--- config.mk ---
export PLATFORM = sky130hd
export DESIGN_NAME = ghash_ctrl
export DESIGN_NICKNAME = d
export VERILOG_FILES = /design/src/rtl/ghash_ctrl.sv
export SDC_FILE = /design/constraint.sdc
export NUM_CORES = 1
export LEC_CHECK = 0
export ABC_CLOCK_PERIOD_IN_PS = 2300
export CAP_MARGIN = 20
export CORE_ASPECT_RATIO = 0.9
export CORE_MARGIN = 5
export CORE_UTILIZATION = 40
export DETAILED_ROUTE_END_ITERATION = 16
export PLACE_DENSITY = 0.73
export SYNTH_ARGS = -nofsm -noshare
export SYNTH_HDL_FRONTEND = slang
export SYNTH_SLANG_ARGS = --single-unit
export TNS_END_PERCENT = 1
--- constraint.sdc ---
create_clock -name clk -period 2.3 [get_ports clk]
set_input_delay 0.46 -clock clk [delete_from_list [all_inputs] [get_ports clk]]
set_output_delay 0.46 -clock clk [all_outputs]
set_load 0.01 [all_outputs]
--- src/rtl/ghash_ctrl.sv ---
// GHASH sequencing controller: accumulator clear/load, multiplier start/done, length block.
// Define GHASH_CTRL_TIMEOUT_EN to add the mul_done watchdog and the ERR state.
module ghash_ctrl #(
  parameter int CNT_W = 32
`ifdef GHASH_CTRL_TIMEOUT_EN
  ,
  parameter int TIMEOUT = 64
`endif
) (
  input  logic         clk,
  input  logic         rst,
  input  logic         start,
  input  logic         start_empty,
  input  logic         blk_valid,
  input  logic         blk_is_aad,
  input  logic         blk_last,
  output logic         blk_ready,
  output logic         mul_start,
  input  logic         mul_done,
  output logic         op_sel,
  output logic         ac_en,
  output logic         clr_ac,
  output logic [127:0] len_blk,
  output logic         tag_valid,
  input  logic         tag_ready,
  output logic         busy,
  output logic         err
);

  localparam logic [2:0] S_IDLE     = 3'd0;
  localparam logic [2:0] S_CLEAR    = 3'd1;
  localparam logic [2:0] S_WAIT_BLK = 3'd2;
  localparam logic [2:0] S_MUL      = 3'd3;
  localparam logic [2:0] S_MUL_LEN  = 3'd4;
  localparam logic [2:0] S_DONE     = 3'd5;
  localparam logic [2:0] S_ERR      = 3'd6;

  logic [2:0]       state;
  logic [2:0]       nxt;
  logic [CNT_W-1:0] aad_cnt;
  logic [CNT_W-1:0] ct_cnt;
  logic             last_q;
  logic             empty_q;
  logic             first_q;
  logic             err_q;
  logic             in_mul;
  logic             tmo;
  logic [63:0]      aad_bits;
  logic [63:0]      ct_bits;

  assign in_mul = (state == S_MUL) || (state == S_MUL_LEN);

`ifdef GHASH_CTRL_TIMEOUT_EN
  localparam int WW = $clog2(TIMEOUT + 1);
  logic [WW-1:0] wcnt;

  // wcnt is 0 in the first cycle of a MUL/MUL_LEN visit
  assign tmo = in_mul && !mul_done && (wcnt == WW'(TIMEOUT - 1));

  always_ff @(posedge clk or posedge rst) begin
    if (rst) begin
      wcnt <= '0;
    end else if (nxt != state) begin
      wcnt <= '0;
    end else if (in_mul) begin
      wcnt <= wcnt + 1'b1;
    end
  end
`else
  assign tmo = 1'b0;
`endif

  always_comb begin
    nxt = state;
    case (state)
      S_IDLE:     if (start) nxt = S_CLEAR;
      S_CLEAR:    nxt = empty_q ? S_MUL_LEN : S_WAIT_BLK;
      S_WAIT_BLK: if (blk_valid) nxt = S_MUL;
      S_MUL: begin
        if (mul_done) nxt = last_q ? S_MUL_LEN : S_WAIT_BLK;
        else if (tmo) nxt = S_ERR;
      end
      S_MUL_LEN: begin
        if (mul_done) nxt = S_DONE;
        else if (tmo) nxt = S_ERR;
      end
      S_DONE:     if (tag_ready) nxt = S_IDLE;
`ifdef GHASH_CTRL_TIMEOUT_EN
      S_ERR:      nxt = S_ERR;
`endif
      default:    nxt = S_IDLE;
    endcase
  end

  always_ff @(posedge clk or posedge rst) begin
    if (rst) begin
      state   <= S_IDLE;
      aad_cnt <= '0;
      ct_cnt  <= '0;
      last_q  <= 1'b0;
      empty_q <= 1'b0;
      first_q <= 1'b0;
      err_q   <= 1'b0;
    end else begin
      state   <= nxt;
      // MUL -> MUL_LEN is a new entry and gets its own start pulse
      first_q <= (nxt != state) &&
                 ((nxt == S_MUL) || (nxt == S_MUL_LEN));
      if (state == S_IDLE && start) begin
        aad_cnt <= '0;
        ct_cnt  <= '0;
        err_q   <= 1'b0;
        empty_q <= start_empty;
      end
      if (state == S_WAIT_BLK && blk_valid) begin
        last_q <= blk_last;
        if (blk_is_aad) begin
          if (&aad_cnt) err_q <= 1'b1;
          else aad_cnt <= aad_cnt + 1'b1;
        end else begin
          if (&ct_cnt) err_q <= 1'b1;
          else ct_cnt <= ct_cnt + 1'b1;
        end
      end
      if (tmo) err_q <= 1'b1;
    end
  end

  assign aad_bits  = 64'(aad_cnt) << 7;
  assign ct_bits   = 64'(ct_cnt) << 7;
  assign len_blk   = {aad_bits, ct_bits};
  assign blk_ready = (state == S_WAIT_BLK);
  assign mul_start = in_mul && first_q;
  assign ac_en     = in_mul && mul_done;
  assign op_sel    = (state == S_MUL_LEN);
  assign clr_ac    = (state == S_CLEAR);
  assign tag_valid = (state == S_DONE);
  assign busy      = (state != S_IDLE);
  assign err       = err_q;

endmodule

==> impl_metrics.csv, run 1 <==
group,metric,value,unit
detailed_routing,antenna_left,0,
min_path,holdPathEnd,"empty_q$_DFFE_PP0P_",
critical_path,reg2reg_depth,6,
cells_and_area,drive_gt1_share,14.6,%
detailed_routing,routedWlPerCell,15.8,um
critical_path,start_kind,"flip-flop",
global_routing,grt_use_total,18.3,%
cts,clkSinkCount,71,
floorplanning,start_util,41.1,%
global_routing,grt_start_max_net_pins,72,
min_path,hp-class,"reg -> reg",
cells_and_area,diodes,0,
cts,cts_root_buf,"clkbuf_16",
detailed_routing,viasPerCell,5.47,
detailed_routing,first_pass_iters,5,
cts,cts.clk_slew.worst_paths,0.06,ns
detailed_routing,drtIter0Drc,331,
cts,cts_buffers,9,
critical_path,cp-startpoint,"ct_cnt[1]$_DFF_PP0_",
cells_and_area,nets,690,
synthesis,ys.flop_type,"dfrtp_1",
synthesis,synth_edf_count,0,
outcome,status,"finished clean",
synthesis,yosysSeqAreaShare,37.6,%
global_routing,grt_overflow_total,0,
sta,max_freq,449,MHz
global_routing,first_global_vias,4303,
synthesis,synth.largest_area_cell,"dfrtp_1",
cells_and_area,area_growth,32.2,%
sta,slew_viol_final,0,
sta,rsz0062_at_grt,"false",
floorplanning,die_x,125,um
placed_design,place_hpwl,9480,um
placed_design,place_congestion,0.855,
critical_path,r2r-start,"ct_cnt[1]$_DFF_PP0_",
critical_path,path_max_fanout,11,
floorplanning,core-area,0.0115,mm^2
cts,hold_buffers,0,
critical_path,arrival,2.50,ns
critical_path,r2r-end,"ct_cnt[27]$_DFF_PP0_",
synthesis,netlist.area_leader.share,37.6,%
critical_path,reg2reg_slack,0.07,ns
cts,cts_tree,"yes",
detailed_routing,routed_wl,13200,um
detailed_routing,vias,4596,
sta,hold_viol,0,
cts,h-tree-depth,3,
critical_path,cp_cell_sequence,"and4_4 -> or4b_4 -> buf_4 -> or4_1 -> a211oi_1 -> a21o_1",
synthesis,yosys-top-cells-area,"dfrtp_1 (38%), buf_4 (10%), nand2_1 (3.8%)",
placed_design,dpl_cell_area,0.00590,mm^2
cells_and_area,design_area,0.00625,mm^2
critical_path,crit_type,"reg -> reg",
run,maxCapViolCount,0,
sta,layout_min_cycle_time,2.23,ns
placed_design,numPortBuffers,80,
critical_path,cp_slowest_cell,"or4_1",
sta,finalSetupTns,0,ns
floorplanning,die_height,113,um
cts,insertion_delay,0.33,ns
synthesis,ys_async_sr_fraction,100,%
synthesis,syn_inst,554,
synthesis,syn_avg_cell_area,8.53,um^2
critical_path,crit_family,"simple AND/OR/NAND/NOR gates",
global_routing,grt_antenna_before_repair,0,
floorplanning,fp-row-count,37,
sta,slew_headroom,64.5,%
sta,finClkSkew,0.00604,ns
sta,setup_viol,0,
synthesis,ys_warn_count,0,
sta,fin_crit_sh,96.8,%
cts,clk_path_buf_depth,2,
min_path,hold_depth,2,
power,ir_worst_vdd,0.000287,V
critical_path,cp_slowest_stage_delay,0.50,ns
power,p_leak,2.78,nW
sta,tightest_slew,0.528,ns
synthesis,synth_seq_cells,71,
critical_path,cp_num_buf_inv,1,
min_path,hold_start,"empty_q$_DFFE_PP0P_",
critical_path,cp-end-kind,"flip-flop",
synthesis,syn_area,0.00472,mm^2
critical_path,worstPathRequired,2.57,ns
detailed_routing,drc,0,
floorplanning,die_area,0.0141,mm^2
global_routing,grt_pass1_wl,21500,um
synthesis,ys_types,56,
power,power_density,661,mW/mm^2
floorplanning,ios,145,
-- cell type report --
class	count	area, um^2
inverters	13	52.6
multi-input cells	441	2590
clock buffers	11	253
clock inverters	5	56.3
well taps	156	195
repair buffers	143	1320
fillers	1031	5240
flip-flops and latches	71	1780
-- worst max-delay path by stage --
stage               slack [ns]                    end  cells past startpoint
finish                    0.07   ct_cnt[27]$_DFF_PP0_                      6
global route             0.002   ct_cnt[27]$_DFF_PP0_                      6
CTS                       0.04   ct_cnt[27]$_DFF_PP0_                      6
detailed placement       0.005  aad_cnt[16]$_DFF_PP0_                      6
global placement          0.04  aad_cnt[16]$_DFF_PP0_                      6
floorplan               -0.008   ct_cnt[25]$_DFF_PP0_                      6
-- stage by stage --
stage	setup slack [ns]	util (%)	instances	hold slack (ns)	total power, mW
6_report	0.0740	54.4	840	0.510	4.13
4_1_cts	0.0357	54.1	840	0.514	4.12
5_1_grt	0.00192	54.4	840	0.544	4.32
3_5_place_dp	0.00505	51.4	824	0.499	2.68
2_1_floorplan	-0.00783	-	617	0.461	2.17
3_3_place_gp	0.0411	51.4	824	0.484	2.65
-- worst register-to-register path: stages, from the launching register on --
cell and delay (ns):
dfrtp_1 0.39, and4_4 0.23, or4b_4 0.47, buf_4 0.19, or4_1 0.50, a211oi_1 0.26
a21o_1 0.11
-- cell usage after synthesis, types with 8 or more instances --
library cell and count:
dfrtp_1 71, buf_4 64, nand2_1 48, nand3_1 31, a31oi_1 26, clkbuf_1 24, nor2_1 24, o21ai_0 24
nor3_1 22, nand4_1 21, a21oi_1 16, a21o_1 15, and2_1 15, and3_1 13, inv_1 12, a211oi_1 11
or3_1 10, a211o_1 8, a221o_1 8, nor4_1 8
-- timing repair --
action,in CTS,in global routing
setup endpoints to repair,2,38
setup buffers,0,0
resized for setup,4,7
-- cells in the final DEF, fill, tap and decap left out, drive strengths merged, types with 5 or more instances in the layout --
cell type	count
a21o	15
o21ai	26
o211ai	7
or4	6
nand2b	7
nor4	9
clkdlybuf4s50	78
and2	15
conb	64
a211o	8
nand4	22
nor2	24
nor3	22
mux2i	5
nand2	48
dfrtp	71
and3	13
a211oi	11
clkbuf	11
and4	9
o31ai	5
inv	12
nand3	31
buf	63
a31oi	26
a221o	8
a21oi	16
or3	10
-- routing by layer --
metal,GRT usage [%],part of all wire (%),vias to the layer above
li1,-,-,2195
met1,25.1,45,2191
met2,28.9,46,193
met3,3.21,7.3,17
met4,6.94,1.4,0
met5,0,0,-
-- registers in the layout, indices dropped and copies added (netlist names) --
register and flops:
aad_cnt 32, ct_cnt 32, state 3, empty_q 1, err 1, first_q 1, last_q 1
-- report_power, final --
part           internal [mW]  leakage, nW  switching [mW]
logic                  0.532         1.65           0.686
clock network          0.897        0.152           0.547
registers               1.35        0.978           0.114
-- logic make-up after synthesis --
logic type | share of synthesized area [%]
AOI/OAI and AO/OA | 20.6
xor gates and xnor gates | 0.185
adders and majority gates | 0.530
buffers and inverters | 13.5
DFF | 37.6
muxes | 1.30
other | 0.0794
and+or+nand+nor | 26.2
(Power assumes the default switching activity.)
==> inputs of run 2 (changes only) <==
--- a/config.mk
+++ b/config.mk
@@ -12,6 +12,7 @@
 export CORE_UTILIZATION = 40
 export DETAILED_ROUTE_END_ITERATION = 16
 export PLACE_DENSITY = 0.73
+export SKIP_CTS_REPAIR_TIMING = 1
 export SYNTH_ARGS = -nofsm -noshare
 export SYNTH_HDL_FRONTEND = slang
 export SYNTH_SLANG_ARGS = --single-unit
==> run 2 against run 1 <==
Cell count is 0.24% higher. Routed wire length hardly changed. Critical path depth stayed put. Global-route usage hardly changed. Critical endpoint unchanged. Largest cell class unchanged.
==> impl_metrics.csv, run 2 (same netlist as run 1, synthesis figures left out) <==
group,metric,value,unit
outcome,status,"finished clean",
cts,h-tree-depth,3,
cts,cts_root_buf,"clkbuf_16",
floorplanning,die_x,125,um
cells_and_area,drive_gt1_share,14.9,%
cts,cts_tree,"yes",
critical_path,arrival,2.50,ns
floorplanning,die_area,0.0141,mm^2
sta,max_freq,449,MHz
sta,layout_min_cycle_time,2.23,ns
cts,cts.clk_slew.worst_paths,0.06,ns
power,power,4.14,mW
global_routing,grt_use_total,18.2,%
critical_path,crit_type,"reg -> reg",
detailed_routing,viasPerCell,5.47,
sta,rsz0062_at_grt,"true",
critical_path,cp-end-kind,"flip-flop",
detailed_routing,routedWlPerCell,15.7,um
run,maxCapViolCount,0,
detailed_routing,drc,0,
detailed_routing,drtIter0Drc,322,
cells_and_area,area_growth,32.7,%
sta,hold_viol,0,
power,ir_worst_vdd,0.000287,V
sta,finalSetupTns,0,ns
placed_design,post-place-ws,0.00505,ns
cells_and_area,final_common_cell,"clkdlybuf4s50_1",
cells_and_area,reg_top3,"aad_cnt (32), ct_cnt (32), state (3)",
placed_design,place_congestion,0.855,
global_routing,first_global_vias,4299,
cells_and_area,most-common-layout-cells,"clkdlybuf4s50_1 (78), dfrtp_1 (68), conb_1 (64)",
detailed_routing,vias,4605,
critical_path,path_max_fanout,11,
sta,finClkSkew,0.00635,ns
global_routing,grt_overflow_total,0,
cells_and_area,nets,692,
floorplanning,core-area,0.0115,mm^2
cells_and_area,utilization,54.6,%
placed_design,dpl_cell_area,0.00590,mm^2
placed_design,dp_cells,824,
sta,slew_headroom,61.2,%
placed_design,place_hpwl,9480,um
cts,clkSinkCount,71,
global_routing,grt_pass1_wl,21400,um
power,p_leak,2.82,nW
sta,slew_viol_final,0,
floorplanning,fp-row-count,37,
cells_and_area,diodes,0,
critical_path,start_kind,"flip-flop",
detailed_routing,antenna_left,0,
global_routing,grt_antenna_before_repair,0,
detailed_routing,first_pass_iters,4,
placed_design,numPortBuffers,80,
sta,fin_crit_sh,96.8,%
cells_and_area,finalNonFillerCells,842,
power,power_density,660,mW/mm^2
sta,tightest_slew,0.580,ns
floorplanning,ios,145,
detailed_routing,routed_wl,13300,um
cts,clk_path_buf_depth,2,
global_routing,grt_start_max_net_pins,72,
sta,setup_slack,0.0742,ns
floorplanning,die_height,113,um
min_path,hp-class,"reg -> reg",
cts,insertion_delay,0.33,ns
floorplanning,start_util,41.1,%
sta,hold_ws,0.509,ns
critical_path,worstPathRequired,2.57,ns
cts,cts_buffers,9,
cells_and_area,design_area,0.00627,mm^2
sta,setup_viol,0,
## run 2: power breakdown
part / internal (mW) / switching, mW / total (mW)
combinational: 0.541 / 0.687 / 1.23
sequential: 1.35 / 0.114 / 1.47
clock: 0.897 / 0.547 / 1.44
total: 2.79 / 1.35 / 4.14
## run 2: critical path, cell delays in order (launching register included)
cell,delay (ns)
dfrtp_1,0.39
and4_4,0.23
or4b_4,0.47
buf_4,0.19
or4_1,0.50
a211oi_1,0.26
a21o_1,0.11
## run 2: final cells by class
type | instances | area [um^2]
multi-input cells | 441 | 2590
clock buffers | 11 | 253
inverters | 13 | 52.6
fillers | 1031 | 5210
well taps | 156 | 195
flip-flops and latches | 71 | 1780
repair buffers | 145 | 1340
clock inverters | 5 | 56.3
## run 2: per-layer routing
metal	routed length, um	vias to the layer above	part of all wire [%]	GRT usage, %
met5	0	-	0	0
met4	166	0	1.3	6.94
met3	925	13	7.0	3.16
met2	6140	180	46	28.9
met1	6020	2216	45	25.1
li1	-	2196	-	-
## run 2: worst paths after layout
kind / startpoint / end / slack [ns] / depth (start not counted)
worst max-delay path: ct_cnt[1]$_DFF_PP0_ / ct_cnt[27]$_DFF_PP0_ / 0.07 / 6
worst min-delay path: empty_q$_DFFE_PP0P_ / empty_q$_DFFE_PP0P_ / 0.51 / 2
worst max register to register: ct_cnt[1]$_DFF_PP0_ / ct_cnt[27]$_DFF_PP0_ / 0.07 / 6
worst min register to register: empty_q$_DFFE_PP0P_ / empty_q$_DFFE_PP0P_ / 0.51 / 2
max in group asynchronous: rst / ct_cnt[2]$_DFF_PP0_ / 1.39 / 3
min in group asynchronous: rst / ct_cnt[23]$_DFF_PP0_ / 0.58 / 3
==> inputs of run 3 (changes only) <==
--- a/config.mk
+++ b/config.mk
@@ -10,6 +10,7 @@
 export CORE_ASPECT_RATIO = 0.9
 export CORE_MARGIN = 5
 export CORE_UTILIZATION = 40
+export CTS_BUF_LIST = sky130_fd_sc_hd__clkbuf_4 sky130_fd_sc_hd__clkbuf_8
 export DETAILED_ROUTE_END_ITERATION = 16
 export PLACE_DENSITY = 0.73
 export SKIP_CTS_REPAIR_TIMING = 1
==> constraint.sdc (replaced) <==
create_clock -name clk -period 2.3 [get_ports clk]
set_input_delay 0.46 -clock clk [delete_from_list [all_inputs] [get_ports clk]]
set_output_delay 0.46 -clock clk [all_outputs]
set_load 0.005 [all_outputs]
==> run 3 against run 2 <==
Critical path depth did not move. Routed wire length rose by 3.4%. Clock skew rose by 0.0080 ns. Clock power fell by 24%. Core utilization barely moved. Sequential power barely moved. Power fell by 8.6%. Count of clock-buffer cells in the layout rose by 2. Design area barely moved. Combinational power barely moved. Worst setup slack got worse by 0.0060 ns. Largest cell class unchanged.
==> impl_metrics.csv, run 3 (same netlist as run 1, synthesis figures left out) <==
group,metric,value,unit
placed_design,place_congestion,0.886,
placed_design,place_hpwl,9850,um
global_routing,first_global_vias,4408,
detailed_routing,first_pass_iters,4,
cells_and_area,final_common_cell,"clkdlybuf4s50_1",
cts,clk_path_buf_depth,2,
detailed_routing,routedWlPerCell,16.2,um
cts,cts_tree,"yes",
cts,clkSinkCount,71,
placed_design,dpl_cell_area,0.00593,mm^2
critical_path,cp_cell_sequence,"and4_4 -> or4b_4 -> buf_6 -> or4_1 -> a211oi_2 -> a21o_1",
placed_design,numPortBuffers,80,
cells_and_area,most-common-layout-cells,"clkdlybuf4s50_1 (80), dfrtp_1 (68), buf_4 (65)",
power,ir_worst_vdd,0.000435,V
power,p_leak,2.78,nW
global_routing,grt_start_max_net_pins,41,
cts,cts_buffers,9,
global_routing,grt_overflow_total,0,
cts,h-tree-depth,3,
outcome,status,"finished clean",
floorplanning,fp-row-count,37,
detailed_routing,vias,4639,
sta,slew_viol_final,0,
cells_and_area,reg_top3,"aad_cnt (32), ct_cnt (32), state (3)",
cells_and_area,design_area,0.00627,mm^2
cells_and_area,diodes,0,
cts,cts_root_buf,"clkbuf_8",
min_path,hp-class,"in -> async",
placed_design,dp_cells,829,
global_routing,grt_use_total,18.5,%
sta,hold_viol,0,
floorplanning,start_util,41.1,%
critical_path,reg2reg_depth,6,
sta,max_freq,448,MHz
critical_path,cp_slowest_cell,"or4_1",
sta,layout_min_cycle_time,2.23,ns
cts,insertion_delay,0.35,ns
critical_path,start_kind,"flip-flop",
sta,rsz0062_at_grt,"true",
floorplanning,ios,145,
critical_path,path_max_fanout,11,
sta,slew_headroom,64.6,%
sta,fin_crit_sh,97.0,%
cells_and_area,drive_gt1_share,16.9,%
cells_and_area,area_growth,32.8,%
floorplanning,die_height,113,um
power,power_density,603,mW/mm^2
global_routing,grt_antenna_before_repair,0,
power,power,3.78,mW
critical_path,worstPathRequired,2.58,ns
detailed_routing,drtIter0Drc,305,
critical_path,arrival,2.51,ns
critical_path,cp-end-kind,"flip-flop",
floorplanning,die_x,125,um
critical_path,r2r-start,"ct_cnt[1]$_DFF_PP0_",
cells_and_area,nets,697,
cells_and_area,finalNonFillerCells,847,
critical_path,r2r-end,"ct_cnt[27]$_DFF_PP0_",
detailed_routing,viasPerCell,5.48,
sta,setup_viol,0,
floorplanning,core-area,0.0115,mm^2
detailed_routing,antenna_left,0,
run,maxCapViolCount,0,
critical_path,reg2reg_slack,0.07,ns
sta,tightest_slew,0.530,ns
detailed_routing,drc,0,
critical_path,cp_slowest_stage_delay,0.53,ns
detailed_routing,routed_wl,13700,um
cts,cts.clk_slew.worst_paths,0.08,ns
sta,hold_ws,0.479,ns
sta,finClkSkew,0.0144,ns
global_routing,grt_pass1_wl,21900,um
critical_path,crit_type,"reg -> reg",
floorplanning,die_area,0.0141,mm^2
cells_and_area,utilization,54.6,%
run 3: cell types whose count changed in the layout (fill, tap and decap cells not counted), moves of 3 or more:
cell / before / now
clkbuf_16: 9 / 0
a211oi_2: 0 / 3
clkbuf_8: 2 / 12
buf_4: 61 / 65
a211oi_1: 11 / 8
run 3: through the flow:
| step | TNS, ns | setup slack [ns] |
|---|---|---|
| 6_report | 0 | 0.0682 |
| 5_1_grt | -0.0587 | -0.0169 |
| 4_1_cts | -0.189 | -0.0815 |
| 3_5_place_dp | -0.0907 | -0.0217 |
| 3_3_place_gp | -0.00268 | -0.00268 |
| 2_1_floorplan | 0 | 0.0199 |
run 3: per-layer routing:
metal  part of all wire [%]  GRT usage (%)  up-vias
met2                     48           30.7      193
met1                     43           24.3     2222
li1                       -              -     2207
met5                      0              0        -
met4                    1.5           7.45        0
met3                    6.6           3.11       17
run 3: report_power, final:
part | internal (mW) | switching [mW] | total [mW]
Combinational | 0.561 | 0.661 | 1.22
Clock | 0.600 | 0.486 | 1.09
Sequential | 1.35 | 0.120 | 1.47
Total | 2.51 | 1.27 | 3.78
run 3: area by class of cell:
class	count	area [um^2]
Clock buffer	13	173
Clock inverter	3	40.0
Fill cell	1061	5210
Inverter	13	48.8
Multi-Input combinational cell	441	2660
Sequential cell	71	1780
Tap cell	156	195
Timing Repair Buffer	150	1380
run 3: worst max path at each step:
stage                                  endpoint  depth (start not counted)                 from  slack [ns]
after detailed placement  aad_cnt[16]$_DFF_PP0_                          6            blk_valid       -0.02
after global routing                      ac_en                          4   state[0]$_DFF_PP0_       -0.02
final                      ct_cnt[27]$_DFF_PP0_                          6  ct_cnt[1]$_DFF_PP0_        0.07
after floorplan            ct_cnt[25]$_DFF_PP0_                          6  ct_cnt[2]$_DFF_PP0_        0.02
after CTS                             mul_start                          5   state[2]$_DFF_PP0_       -0.08
after global placement    aad_cnt[19]$_DFF_PP0_                          7            blk_valid      -0.003
run 3: critical path, delay by kind of cell, from the launching register on:
family                 cells  cell delay (ns)
AOI/OAI and AO/OA          2             0.33
DFF                        1             0.41
and+or+nand+nor            3             1.26
buffers and inverters      1             0.17
